**src/rtl/dft_ram_ctrl.sv**
```systemverilog
// dft_ram_ctrl: frame controller around a shared DFT RAM.
// Loads a frame of complex samples into the RAM, hands the RAM to the compute
// engine for one run, then streams the results out with valid/ready.
// Optional macro DFT_CTRL_PIPE_EN: 2-entry output buffer in UNLOAD for
// 1 sample/cycle throughput; without it each sample takes two cycles.
module dft_ram_ctrl #(
    parameter int unsigned sample           = 8,
    parameter int unsigned n_bit_for_sample = 3
) (
    input  logic                        clk,
    input  logic                        rst_n,
    input  logic                        in_valid,
    output logic                        in_ready,
    input  logic [31:0]                 in_real,
    input  logic [31:0]                 in_imag,
    output logic                        out_valid,
    input  logic                        out_ready,
    output logic [31:0]                 out_real,
    output logic [31:0]                 out_imag,
    output logic                        out_last,
    output logic                        eng_start,
    input  logic                        eng_done,
    output logic                        ram_grant,
    output logic [1:0]                  ram_wr_sel,
    output logic [1:0]                  ram_rd_sel,
    output logic                        ram_wr_en,
    output logic                        ram_sub_en,
    output logic [n_bit_for_sample-1:0] ram_addr,
    output logic [31:0]                 ram_data_1,
    output logic [31:0]                 ram_data_2,
    input  logic [31:0]                 ram_q_1,
    input  logic [31:0]                 ram_q_2
);

    localparam int unsigned     CW       = n_bit_for_sample + 1;
    localparam logic [CW-1:0]   LAST_IDX = CW'(sample - 1);

    typedef enum logic [1:0] {LOAD, START, COMPUTE, UNLOAD} state_t;

    state_t                      state, state_nxt;
    logic [CW-1:0]               cnt, cnt_nxt;
    logic                        in_hs, out_hs;
    logic [n_bit_for_sample-1:0] rd_addr;

    // Handshakes and state-decoded control
    assign in_ready   = (state == LOAD);
    assign in_hs      = in_valid && in_ready;
    assign out_hs     = out_valid && out_ready;
    assign eng_start  = (state == START);
    assign ram_grant  = (state == START) || (state == COMPUTE);
    assign ram_wr_sel = 2'b00;
    assign ram_rd_sel = 2'b10;
    assign ram_sub_en = 1'b1;
    assign ram_wr_en  = in_hs;
    assign ram_data_1 = in_hs ? in_real : '0;
    assign ram_data_2 = in_hs ? in_imag : '0;
    assign out_last   = out_valid && (cnt == LAST_IDX);

    // RAM address: write slot while loading, read slot while unloading
    always_comb begin
        ram_addr = '0;
        case (state)
            LOAD:    ram_addr = cnt[n_bit_for_sample-1:0];
            UNLOAD:  ram_addr = rd_addr;
            default: ram_addr = '0;
        endcase
    end

    // State and sample counter register
    always_ff @(posedge clk) begin
        if (!rst_n) begin
            state <= LOAD;
            cnt   <= '0;
        end else begin
            state <= state_nxt;
            cnt   <= cnt_nxt;
        end
    end

    // Next state; cnt counts written samples in LOAD and delivered ones in UNLOAD
    always_comb begin
        state_nxt = state;
        cnt_nxt   = cnt;
        case (state)
            LOAD: begin
                if (in_hs) begin
                    if (cnt == LAST_IDX) begin
                        cnt_nxt   = '0;
                        state_nxt = START;
                    end else begin
                        cnt_nxt = cnt + 1'b1;
                    end
                end
            end
            START: state_nxt = COMPUTE;
            COMPUTE: begin
                if (eng_done) begin
                    cnt_nxt   = '0;
                    state_nxt = UNLOAD;
                end
            end
            UNLOAD: begin
                if (out_hs) begin
                    if (cnt == LAST_IDX) begin
                        cnt_nxt   = '0;
                        state_nxt = LOAD;
                    end else begin
                        cnt_nxt = cnt + 1'b1;
                    end
                end
            end
            default: state_nxt = LOAD;
        endcase
    end

`ifdef DFT_CTRL_PIPE_EN
    typedef struct packed {
        logic [31:0] re;
        logic [31:0] im;
    } sample_t;

    sample_t       obuf [2];
    logic [CW-1:0] iss_ptr;
    logic          inflight;
    logic [1:0]    ocnt;
    logic          head;
    logic          issue;
    logic [2:0]    occ;

    // Issue a read if the buffer will still have room when its data lands
    always_comb begin
        occ   = 3'(ocnt) + 3'(inflight) - 3'(out_hs);
        issue = (state == UNLOAD) && (iss_ptr < CW'(sample)) && (occ < 3'd2);
    end

    assign rd_addr   = iss_ptr[n_bit_for_sample-1:0];
    assign out_valid = (state == UNLOAD) && (ocnt != 2'd0);
    assign out_real  = out_valid ? obuf[head].re : '0;
    assign out_imag  = out_valid ? obuf[head].im : '0;

    // Read issue pointer, in-flight flag and 2-entry output FIFO
    always_ff @(posedge clk) begin
        if (!rst_n) begin
            iss_ptr  <= '0;
            inflight <= 1'b0;
            ocnt     <= 2'd0;
            head     <= 1'b0;
            obuf[0]  <= '0;
            obuf[1]  <= '0;
        end else if (state != UNLOAD) begin
            iss_ptr  <= '0;
            inflight <= 1'b0;
            ocnt     <= 2'd0;
            head     <= 1'b0;
        end else begin
            inflight <= issue;
            if (issue) iss_ptr <= iss_ptr + 1'b1;
            if (inflight) obuf[head ^ ocnt[0]] <= {ram_q_1, ram_q_2};
            if (out_hs) head <= ~head;
            ocnt <= 2'(ocnt + 2'(inflight) - 2'(out_hs));
        end
    end
`else
    logic rd_phase;

    assign rd_addr   = cnt[n_bit_for_sample-1:0];
    assign out_valid = (state == UNLOAD) && rd_phase;
    assign out_real  = out_valid ? ram_q_1 : '0;
    assign out_imag  = out_valid ? ram_q_2 : '0;

    // Phase 0 presents the address, phase 1 holds RAM data until taken
    always_ff @(posedge clk) begin
        if (!rst_n) begin
            rd_phase <= 1'b0;
        end else if ((state != UNLOAD) || out_hs) begin
            rd_phase <= 1'b0;
        end else begin
            rd_phase <= 1'b1;
        end
    end
`endif

endmodule

```
**config.mk**
```make
export PLATFORM = sky130hd
export DESIGN_NAME = dft_ram_ctrl
export DESIGN_NICKNAME = d
export VERILOG_FILES = /design/src/rtl/dft_ram_ctrl.sv
export SDC_FILE = /design/constraint.sdc
export NUM_CORES = 1
export LEC_CHECK = 0
export ABC_AREA = 1
export BUFFER_PORTS_ARGS = -buffer_cell sky130_fd_sc_hd__buf_4
export CAP_MARGIN = 20
export CORE_AREA = 5 5 103 105
export DETAILED_ROUTE_END_ITERATION = 16
export DIE_AREA = 0 0 108 110
export GPL_TIMING_DRIVEN = 0
export MAX_ROUTING_LAYER = met4
export PLACE_DENSITY = 0.59
export SLEW_MARGIN = 20
export SYNTH_ARGS = -nofsm -noshare
export SYNTH_HDL_FRONTEND = slang
export SYNTH_SLANG_ARGS = --single-unit
export TNS_END_PERCENT = 20
```
**constraint.sdc**
```tcl
create_clock -name clk -period 2.4 [get_ports clk]
set_clock_uncertainty 0.1 [all_clocks]
set_input_delay 0.12 -clock clk [delete_from_list [all_inputs] [get_ports clk]]
set_output_delay 0.12 -clock clk [all_outputs]
set_load 0.02 [all_outputs]
```
==> After elaboration in Yosys (flattened, before gate mapping) <==
Index checks and enable logic that the tools add are counted.
{ "word_totals": {"ff_bits": 7, "inputBits": 133, "out_inout_bits": 142, "elab_cells": 42} }
{ "op_classes": {"addsub": 1, "eq_ne": 10, "mux": 17, "n_reduce_logical": 11} }
{ "ops": {"columns": ["cell", "n"], "rows": [
  ["32-bit 2-to-1 mux", 4],
  ["4-bit 2-to-1 mux", 4],
  ["4-bit case mux with 3 select lines", 1],
  ["2-bit 2-to-1 mux", 5],
  ["2-bit != test (second input constant)", 4],
  ["2-bit case mux with 4 select lines", 1],
  ["5-bit AND reduction", 1],
  ["4-bit by 1-bit adder with 4-bit output (second input constant)", 1],
  ["2-bit equality test (second input constant)", 2],
  ["4-bit by 3-bit equality test with 1-bit output (second input constant)", 1],
  ["1-bit logical AND", 4],
  ["2-bit by 1-bit != test with 1-bit output (second input constant)", 2],
  ["4-bit AND reduction", 1],
  ["3-bit 2-to-1 mux", 1],
  ["3-bit nonzero test", 1],
  ["2-bit by 1-bit equality test with 1-bit output (second input constant)", 1],
  ["2-bit zero test", 1],
  ["1-bit logical OR", 2],
  ["2-bit OR reduction", 1],
  ["1-bit 2-to-1 mux", 1]
]} }

==> Depth between registers and ports, before layout <==
Gate-level depths: netlist (run 1).
{ "depth": {"depth_word": 5, "ltp_mapped": 9, "mapped_depth_nobuf": 9} }

==> Worst setup path after synthesis (run 1) <==
No wires, ideal clock.
{ "synth_path": {"path_type": "reg-to-output", "start": "register state[0]", "end": "output ram_data_2[22]", "arrival_time_ps": 1441, "required_ps": 2180, "slack_ps": 739, "stages_incl_launch_ff": 7, "n_path_buf": 2, "cell_sequence": "dfxtp_1 > inv_1 > ha_1 > nand2_1 > buf_2 > buf_2 > nor2_1"} }
{ "synth_via": {"elab_chain_len": 3} }
{ "synth_rtl": {"columns": ["element", "line_no", "text"], "rows": [
  ["from (decl)", "40", "state_t state, state_nxt;"],
  ["from (signal assigned)", "75", "state <= state_nxt;"],
  ["2-bit zero test", "46", "assign in_ready = (state == LOAD);"],
  ["named net in_ready", "13", "output logic in_ready,"],
  ["1-bit logical AND", "47", "assign in_hs = in_valid && in_ready;"],
  ["32-bit 2-to-1 mux", "56", "assign ram_data_2 = in_hs ? in_imag : '0;"],
  ["to (decl)", "30", "output logic [31:0] ram_data_2,"]
]} }
The timed path passes the listed nets, and every way through them passes these cells.

==> Worst setup path in the final report (run 1) <==
{ "layout_path": {"start": "register state[0]", "end": "output ram_data_2[11]"} }
{ "layout_via": {"elab_chain_len": 3} }
{ "layout_rtl": {"columns": ["element", "line_no"], "rows": [
  ["2-bit zero test", "46"],
  ["1-bit logical AND", "47"],
  ["32-bit 2-to-1 mux", "56"]
]} }
No other way between the ends.

==> results of run 1 <==
-- metrics by stage --
stage | cell area (sq um) | util, % | power (mW)
2_1_floorplan | 1570 | - | 0.727
3_3_place_gp | 3760 | 39.4 | 1.23
3_5_place_dp | 3760 | 39.4 | 1.25
4_1_cts | 3800 | 39.8 | 1.42
5_1_grt | 3800 | 39.8 | 1.53
6_report | 3800 | 39.8 | 1.41
-- report_power, final --
part           switching (mW)  internal [mW]  total [mW]
registers              0.0263          0.142       0.168
logic                   0.597          0.474        1.07
clock network          0.0555          0.115       0.171
-- cell families after synthesis --
logic type	Yosys count	synth area share, %
AO/OA/AOI/OAI	7	2.24
adder cells (fa/ha/maj)	5	4.00
buffers and inverters	162	41.0
flip-flops	7	8.97
other	2	0.481
AND/OR/NAND/NOR	174	43.3
-- area by class of cell --
| class | instances | area, sq um | area share, % |
|---|---|---|---|
| Buffer | 19 | 104 | 2.73 |
| Clock buffer | 4 | 45.0 | 1.18 |
| Inverter | 143 | 537 | 14.1 |
| Multi-Input combinational cell | 191 | 793 | 20.8 |
| Sequential cell | 7 | 140 | 3.68 |
| Tap cell | 133 | 166 | 4.37 |
| Timing Repair Buffer | 269 | 2020 | 53.1 |
-- cell usage after synthesis (all sizes together) --
cell type  number
nand3           9
dfxtp           7
buf            16
nand4           1
inv           143
nand2          21
o21ai           2
clkbuf          3
a21oi           5
ha              5
nor2          142
conb            2
and2            1
-- sequential cells by signal, summed over array words and instances, names as in the netlist --
name / count
rd_phase: 1
state: 2
cnt: 4
-- metal layers --
metal / track usage, % / part of all wire, %
met4: 1.71 / 0.72
met1: 15.2 / 35
met3: 2.39 / 7.5
met5: - / 0
met2: 28.0 / 57
-- worst paths after layout --
kind,end,cells after the start
setup / recovery,ram_data_2[11],7
hold / removal,cnt[0]$_SDFFE_PN0P_,3
setup reg to reg,state[0]$_SDFFE_PN0P_,6
hold reg to reg,state[1]$_SDFFE_PN0P_,2
-- critical path: stages, from the launching register on --
cell and delay, ns:
dfxtp_1 0.37, inv_1 0.08, ha_1 0.27, nand2_1 0.09
buf_2 0.22, buf_2 0.28, nor2_1 0.08, buf_4 0.16
==> flow_summary.toml, run 1 <==
[logic_synthesis]
syn_avg_cell_area_sq_um = 4.38
yosysTopAreaCellShare_pct = 34.3
synth_cells = 357
synthesis.area_sq_um = 1560
ys_seq_area_share_pct = 8.97
synth_cell_types = 16
synth_top_area_cell = "inv_1"
synth_area_leaders = "inv_1 (34%), nor2_1 (34%), dfxtp_1 (9.0%)"
synth_warnings = 0
ys_seq_elements = 7

[die]
die-area_sq_um = 11900
die_w_um = 108
core-area_sq_um = 9550
start_util_pct = 16.4
dieHeight_um = 110
row_count = 36
io_pins = 275

[clocking]
ctsResizeCount = 0
ctsHtreeMaxLevel = 1
hold_buffers = 0
cts.sinks = 7
clk_path_buf_depth = 2
cts_tree = "built"
cts_buffers = 3
root_buffer = "clkbuf_8"
worstSkewPairLatency_ns = 0.23
path_clk_slew_ns = 0.04
post_cts_buffers = 0

[global_route]
antenna_found_initial = 0
grt.total_usage_pct = 14.2
grt_pass1_vias = 2518
grt_pass1_wl_um = 13300
overflow = 0
grt_max_degree = 11

[finish]
fillers = 1049
final_cell_mix = "buf_4 (274), inv_1 (143), nor2_1 (142), nand2_1 (20), buf_2 (11)"
n_antenna_cell = 0
syn2layout_area_growth_pct = 143
instances_no_fill = 766
nets = 772
layout-drive-gt1-share_pct = 45.8
final_common_cell = "buf_4"

[hold_path]
holdCritPathClass = "input pin to register"
min-delay-start = "rst_n"

[sta]
timing.fmax_ghz = 0.496
finalCritPeriodShare_pct = 84.0
setup_ws_ns = 0.385
drv_slew = 0
period_minus_slack_ns = 2.02
rsz0062_at_grt = "false"
setup_viol = 0
fin_tns_setup_ns = 0
hold_viol = 0
whs_ns = 0.0645

[run]
cap_viol_max_count = 0

[outcome]
status = "completed"

[route]
first_pass_iters = 4
drt-initial-drc-count = 126
ant_nets = 0
vias = 2746
wl_per_cell_um = 12.3
postRouteWirelength_um = 9410
vias_per_cell = 3.58
drc_errors = 0

[critical_path]
worstSetupPathType = "register to output port"
crit_start = "state[0]$_SDFFE_PN0P_"
critPathArrivalTime_ns = 1.80
start_kind = "register"
rr_startpoint = "state[0]$_SDFFE_PN0P_"
rrSetupSlack_ns = 0.86
cp.required_ns = 2.18
end_kind = "output port"
critPathMaxFanout = 10

[placement]
gp_congestion = 0.822
place_ws_ns = 0.586
numPortBuffers = 269
place_inst = 762
dp_hpwl_um = 8360

[power_and_ir_drop]
peakVddDrop_mv = 0.342
leakage_nw = 2.69
p_per_area_nw_per_um2 = 371
Power figures use the tool's default switching activity.
==> run 2, diff against run 1 <==
--- a/config.mk
+++ b/config.mk
@@ -8,12 +8,12 @@
 export ABC_AREA = 1
 export BUFFER_PORTS_ARGS = -buffer_cell sky130_fd_sc_hd__buf_4
 export CAP_MARGIN = 20
-export CORE_AREA = 5 5 103 105
+export CORE_AREA = 5 5 104 106
 export DETAILED_ROUTE_END_ITERATION = 16
-export DIE_AREA = 0 0 108 110
+export DIE_AREA = 0 0 109 111
 export GPL_TIMING_DRIVEN = 0
 export MAX_ROUTING_LAYER = met4
-export PLACE_DENSITY = 0.59
+export PLACE_DENSITY = 0.58
 export SLEW_MARGIN = 20
 export SYNTH_ARGS = -nofsm -noshare
 export SYNTH_HDL_FRONTEND = slang
==> constraint.sdc (replaced) <==
create_clock -name clk -period 2 [get_ports clk]
set_clock_uncertainty 0.1 [all_clocks]
set_input_delay 0.1 -clock clk [delete_from_list [all_inputs] [get_ports clk]]
set_output_delay 0.1 -clock clk [all_outputs]
set_load 0.02 [all_outputs]
==> flow_summary.toml, run 2 (same netlist as run 1, synthesis figures left out) <==
[power_and_ir_drop]
peakVddDrop_mv = 0.388
leakage_nw = 2.70
p_per_area_nw_per_um2 = 446

[sta]
rsz0062_at_grt = "true"
whs_ns = 0.0396
drv_slew = 0
timing.fmax_ghz = 0.528
setup_viol = 0
finalCritPeriodShare_pct = 94.6
setup_ws_ns = 0.107
hold_viol = 0
period_minus_slack_ns = 1.89

[die]
die-area_sq_um = 12100
start_util_pct = 16.1
dieHeight_um = 111
row_count = 36
die_w_um = 109
core-area_sq_um = 9680
io_pins = 275

[critical_path]
start_kind = "register"
critPathMaxFanout = 10
critPathArrivalTime_ns = 1.69
worstSetupPathType = "register to output port"
end_kind = "output port"
cp.required_ns = 1.80

[clocking]
root_buffer = "clkbuf_8"
cts.sinks = 7
clk_path_buf_depth = 2
path_clk_slew_ns = 0.04
cts_tree = "built"
cts_buffers = 3
ctsHtreeMaxLevel = 1
hold_buffers = 0
worstSkewPairLatency_ns = 0.24

[global_route]
top_usage_layer = "met2"
grt_max_degree = 11
met2_usage_pct = 27.5
use_met1_pct = 14.4
antenna_found_initial = 0
grt.total_usage_pct = 14.2
overflow = 0
grt_pass1_vias = 2524
grt_pass1_wl_um = 13400
use_met3_pct = 2.33

[route]
postRouteWirelength_um = 9280
wl_per_cell_um = 12.1
vias_per_cell = 3.49
drc_errors = 0
drt-initial-drc-count = 144
first_pass_iters = 4
ant_nets = 0
vias = 2674

[finish]
largest_register_ff_count = 4
n_antenna_cell = 0
regArea_sq_um = 140
layout-drive-gt1-share_pct = 45.8
syn2layout_area_growth_pct = 145
reg_top3 = "cnt (4), state (2), rd_phase (1)"
final_cell_mix = "buf_4 (278), inv_1 (143), nor2_1 (142), nand2_1 (20), nand3_1 (8)"
fillers = 1045
final_common_cell = "buf_4"
multiInputGateArea_sq_um = 793
regMostFlops = "cnt"
nets = 772

[run]
cap_viol_max_count = 0

[hold_path]
holdCritPathClass = "input pin to register"

[placement]
numPortBuffers = 269
gp_congestion = 0.844
dp_hpwl_um = 8310
place_ws_ns = 0.249

[outcome]
status = "completed"
run 2: cell types whose count changed in the layout (fill, tap and decap cells not counted), sizes merged:
cell,change
buf,-2
clkbuf,+2
run 2: final cells by class:
type                    instances  area share (%)
clock buffers                   4            1.18
plain buffers                  19            3.33
multi-input cells             191            20.7
well taps                     133            4.35
inverters                     143            14.0
flip-flops and latches          7            3.66
repair buffers                269            52.7
run 2: worst paths after layout:
path / startpoint / endpoint / slack (ns) / depth (start not counted)
max: state[0]$_SDFFE_PN0P_ / ram_data_2[16] / 0.11 / 7
min: rst_n / cnt[0]$_SDFFE_PN0P_ / 0.04 / 3
max reg2reg: state[0]$_SDFFE_PN0P_ / cnt[1]$_SDFFE_PN0P_ / 0.42 / 8
min reg2reg: state[1]$_SDFFE_PN0P_ / state[1]$_SDFFE_PN0P_ / 0.44 / 2
run 2: report_power, final:
part | switching (mW) | internal [mW] | total [mW]
logic | 0.709 | 0.585 | 1.29
clock network | 0.0724 | 0.139 | 0.211
registers | 0.0313 | 0.170 | 0.202
total | 0.813 | 0.894 | 1.71
run 2: through the flow:
step | cells | total power, mW | utilization (%) | instance area (sq um) | setup TNS, ns
6_report | 766 | 1.71 | 39.5 | 3830 | 0
3_5_place_dp | 762 | 1.49 | 38.8 | 3760 | 0
4_1_cts | 766 | 1.71 | 39.3 | 3810 | 0
5_1_grt | 766 | 1.84 | 39.5 | 3830 | -0.0438
3_3_place_gp | 762 | 1.47 | 38.8 | 3760 | 0
2_1_floorplan | 360 | 0.872 | - | 1570 | 0
run 2: critical path, stage by stage (launching register included):
cell      delay (ns)
dfxtp_1         0.38
inv_1           0.08
ha_1            0.27
nand2_1         0.10
clkbuf_4        0.21
buf_4           0.19
nor2_1          0.06
buf_4           0.15
run 2: what timing repair did:
action / CTS / global route
gates resized for setup: 1 / 13
setup buffers: 0 / 0
cloned: 0 / 0
endpoints found under the setup margin: 10 / 67
run 2: per-layer routing:
layer / vias to the layer above / part of all wire [%]
met5: - / 0
met1: 1082 / 36
met4: 0 / 1.7
met2: 102 / 55
li1: 1477 / -
met3: 13 / 7.9
==> run 3, diff against run 2 <==
--- a/config.mk
+++ b/config.mk
@@ -8,12 +8,13 @@
 export ABC_AREA = 1
 export BUFFER_PORTS_ARGS = -buffer_cell sky130_fd_sc_hd__buf_4
 export CAP_MARGIN = 20
-export CORE_AREA = 5 5 104 106
+export CELL_PAD_IN_SITES_DETAIL_PLACEMENT = 1
+export CELL_PAD_IN_SITES_GLOBAL_PLACEMENT = 2
+export CORE_MARGIN = 5
+export CORE_UTILIZATION = 10
 export DETAILED_ROUTE_END_ITERATION = 16
-export DIE_AREA = 0 0 109 111
 export GPL_TIMING_DRIVEN = 0
-export MAX_ROUTING_LAYER = met4
-export PLACE_DENSITY = 0.58
+export PLACE_DENSITY = 0.94
 export SLEW_MARGIN = 20
 export SYNTH_ARGS = -nofsm -noshare
 export SYNTH_HDL_FRONTEND = slang
==> flow_summary.toml, run 3 (same netlist as run 1, synthesis figures left out) <==
[route]
drc_errors = 0
highest_layer = "met4"
drt-initial-drc-count = 78
vias = 2843
met3_length_um = 703
drt-met1-wl_um = 3840
met2_length_um = 5370
ant_nets = 0
first_pass_iters = 4
wl_per_cell_um = 11.9
postRouteWirelength_um = 10000
vias_per_cell = 3.37

[die]
core-area_sq_um = 15300
die_w_um = 135
start_util_pct = 10.2
dieHeight_um = 135
io_pins = 275
row_count = 45
die-area_sq_um = 18200

[placement]
dp_hpwl_um = 9030
place_ws_ns = 0.147
place_inst = 840
gp_congestion = 0.819
numPortBuffers = 269

[critical_path]
end_kind = "output port"
cp.required_ns = 1.80
rr_startpoint = "state[0]$_SDFFE_PN0P_"
critPathMaxFanout = 10
path_cells = "inv_1, ha_4, nand2_1, buf_4, buf_4, nor2_1, buf_4"
critPathMaxStageDelay_ns = 0.33
critPathArrivalTime_ns = 1.67
worstSetupPathType = "register to output port"
worst_path_max_delay_cell = "dfxtp_1"
crit_start = "state[0]$_SDFFE_PN0P_"
cp_common_cell = "buf_4"
start_kind = "register"

[clocking]
post_cts_buffers = 0
ctsResizeCount = 5
ctsHtreeMaxLevel = 1
cts.sinks = 7
worstSkewPairLatency_ns = 0.23
cts_buffers = 3
path_clk_slew_ns = 0.04
hold_buffers = 0
clk_path_buf_depth = 2
cts_tree = "built"
root_buffer = "clkbuf_16"

[global_route]
grt_max_degree = 11
grt_pass1_vias = 2819
grt.total_usage_pct = 9.70
overflow = 0
antenna_found_initial = 0
grt_pass1_wl_um = 14600

[power_and_ir_drop]
power_mw = 1.88
p_per_area_nw_per_um2 = 474
leakage_nw = 2.71
peakVddDrop_mv = 0.549

[sta]
setup_ws_ns = 0.126
period_minus_slack_ns = 1.87
fin_tns_setup_ns = 0
rsz0062_at_grt = "false"
setup_viol = 0
drv_slew = 0
hold_viol = 0
finalCritPeriodShare_pct = 93.7
timing.fmax_ghz = 0.534

[finish]
fin_util_pct = 26.0
layout-drive-gt1-share_pct = 46.3
n_antenna_cell = 0
syn2layout_area_growth_pct = 154
largest_register_ff_count = 4
final_common_cell = "buf_4"
instances_no_fill = 844
final_cell_mix = "buf_4 (279), inv_1 (143), nor2_1 (142), nand2_1 (20), nand3_1 (8)"
reg_top3 = "cnt (4), state (2), rd_phase (1)"
regMostFlops = "cnt"
nets = 772
fillers = 2042

[outcome]
status = "completed"

[hold_path]
holdCritPathClass = "input pin to register"
min-delay-start = "rst_n"

[run]
cap_viol_max_count = 0
## run 3: per-stage QoR
step	hold WS, ns	area [sq um]
2_1_floorplan	0.120	1570
3_3_place_gp	0.283	3860
3_5_place_dp	0.289	3860
4_1_cts	0.0476	3950
5_1_grt	0.0555	3970
6_report	0.0496	3970
## run 3: cell type report
class	instances	area, sq um	area share, %
Inverter	143	537	13.5
Timing Repair Buffer	269	2020	50.9
Sequential cell	7	140	3.53
Buffer	19	123	3.09
Multi-Input combinational cell	191	808	20.4
Tap cell	211	264	6.65
Clock buffer	4	78.8	1.99
## run 3: worst max-delay path, delay by kind of cell, from the launching register on
kind | cells | cell delay, ns
adders and majority gates | 1 | 0.18
buffers and inverters | 4 | 0.67
DFF | 1 | 0.33
and+or+nand+nor | 2 | 0.25
## run 3: final timing paths
| kind | end | slack, ns | cells past startpoint |
|---|---|---|---|
| max | ram_data_2[11] | 0.13 | 7 |
| min | cnt[3]$_SDFFE_PN0P_ | 0.05 | 3 |
| max reg2reg | state[0]$_SDFFE_PN0P_ | 0.44 | 8 |
| min reg2reg | state[0]$_SDFFE_PN0P_ | 0.45 | 2 |
## run 3: routing by layer
layer  GRT usage, %  vias to the layer above
li1               -                     1476
met1           11.0                     1240
met2           18.9                      113
met3           1.90                       14
met4           1.46                        0
met5              0                        -
## run 3: report_power, final
part | switching (mW) | internal (mW)
combinational | 0.735 | 0.594
sequential | 0.0324 | 0.171
clock | 0.0829 | 0.266
total | 0.850 | 1.03
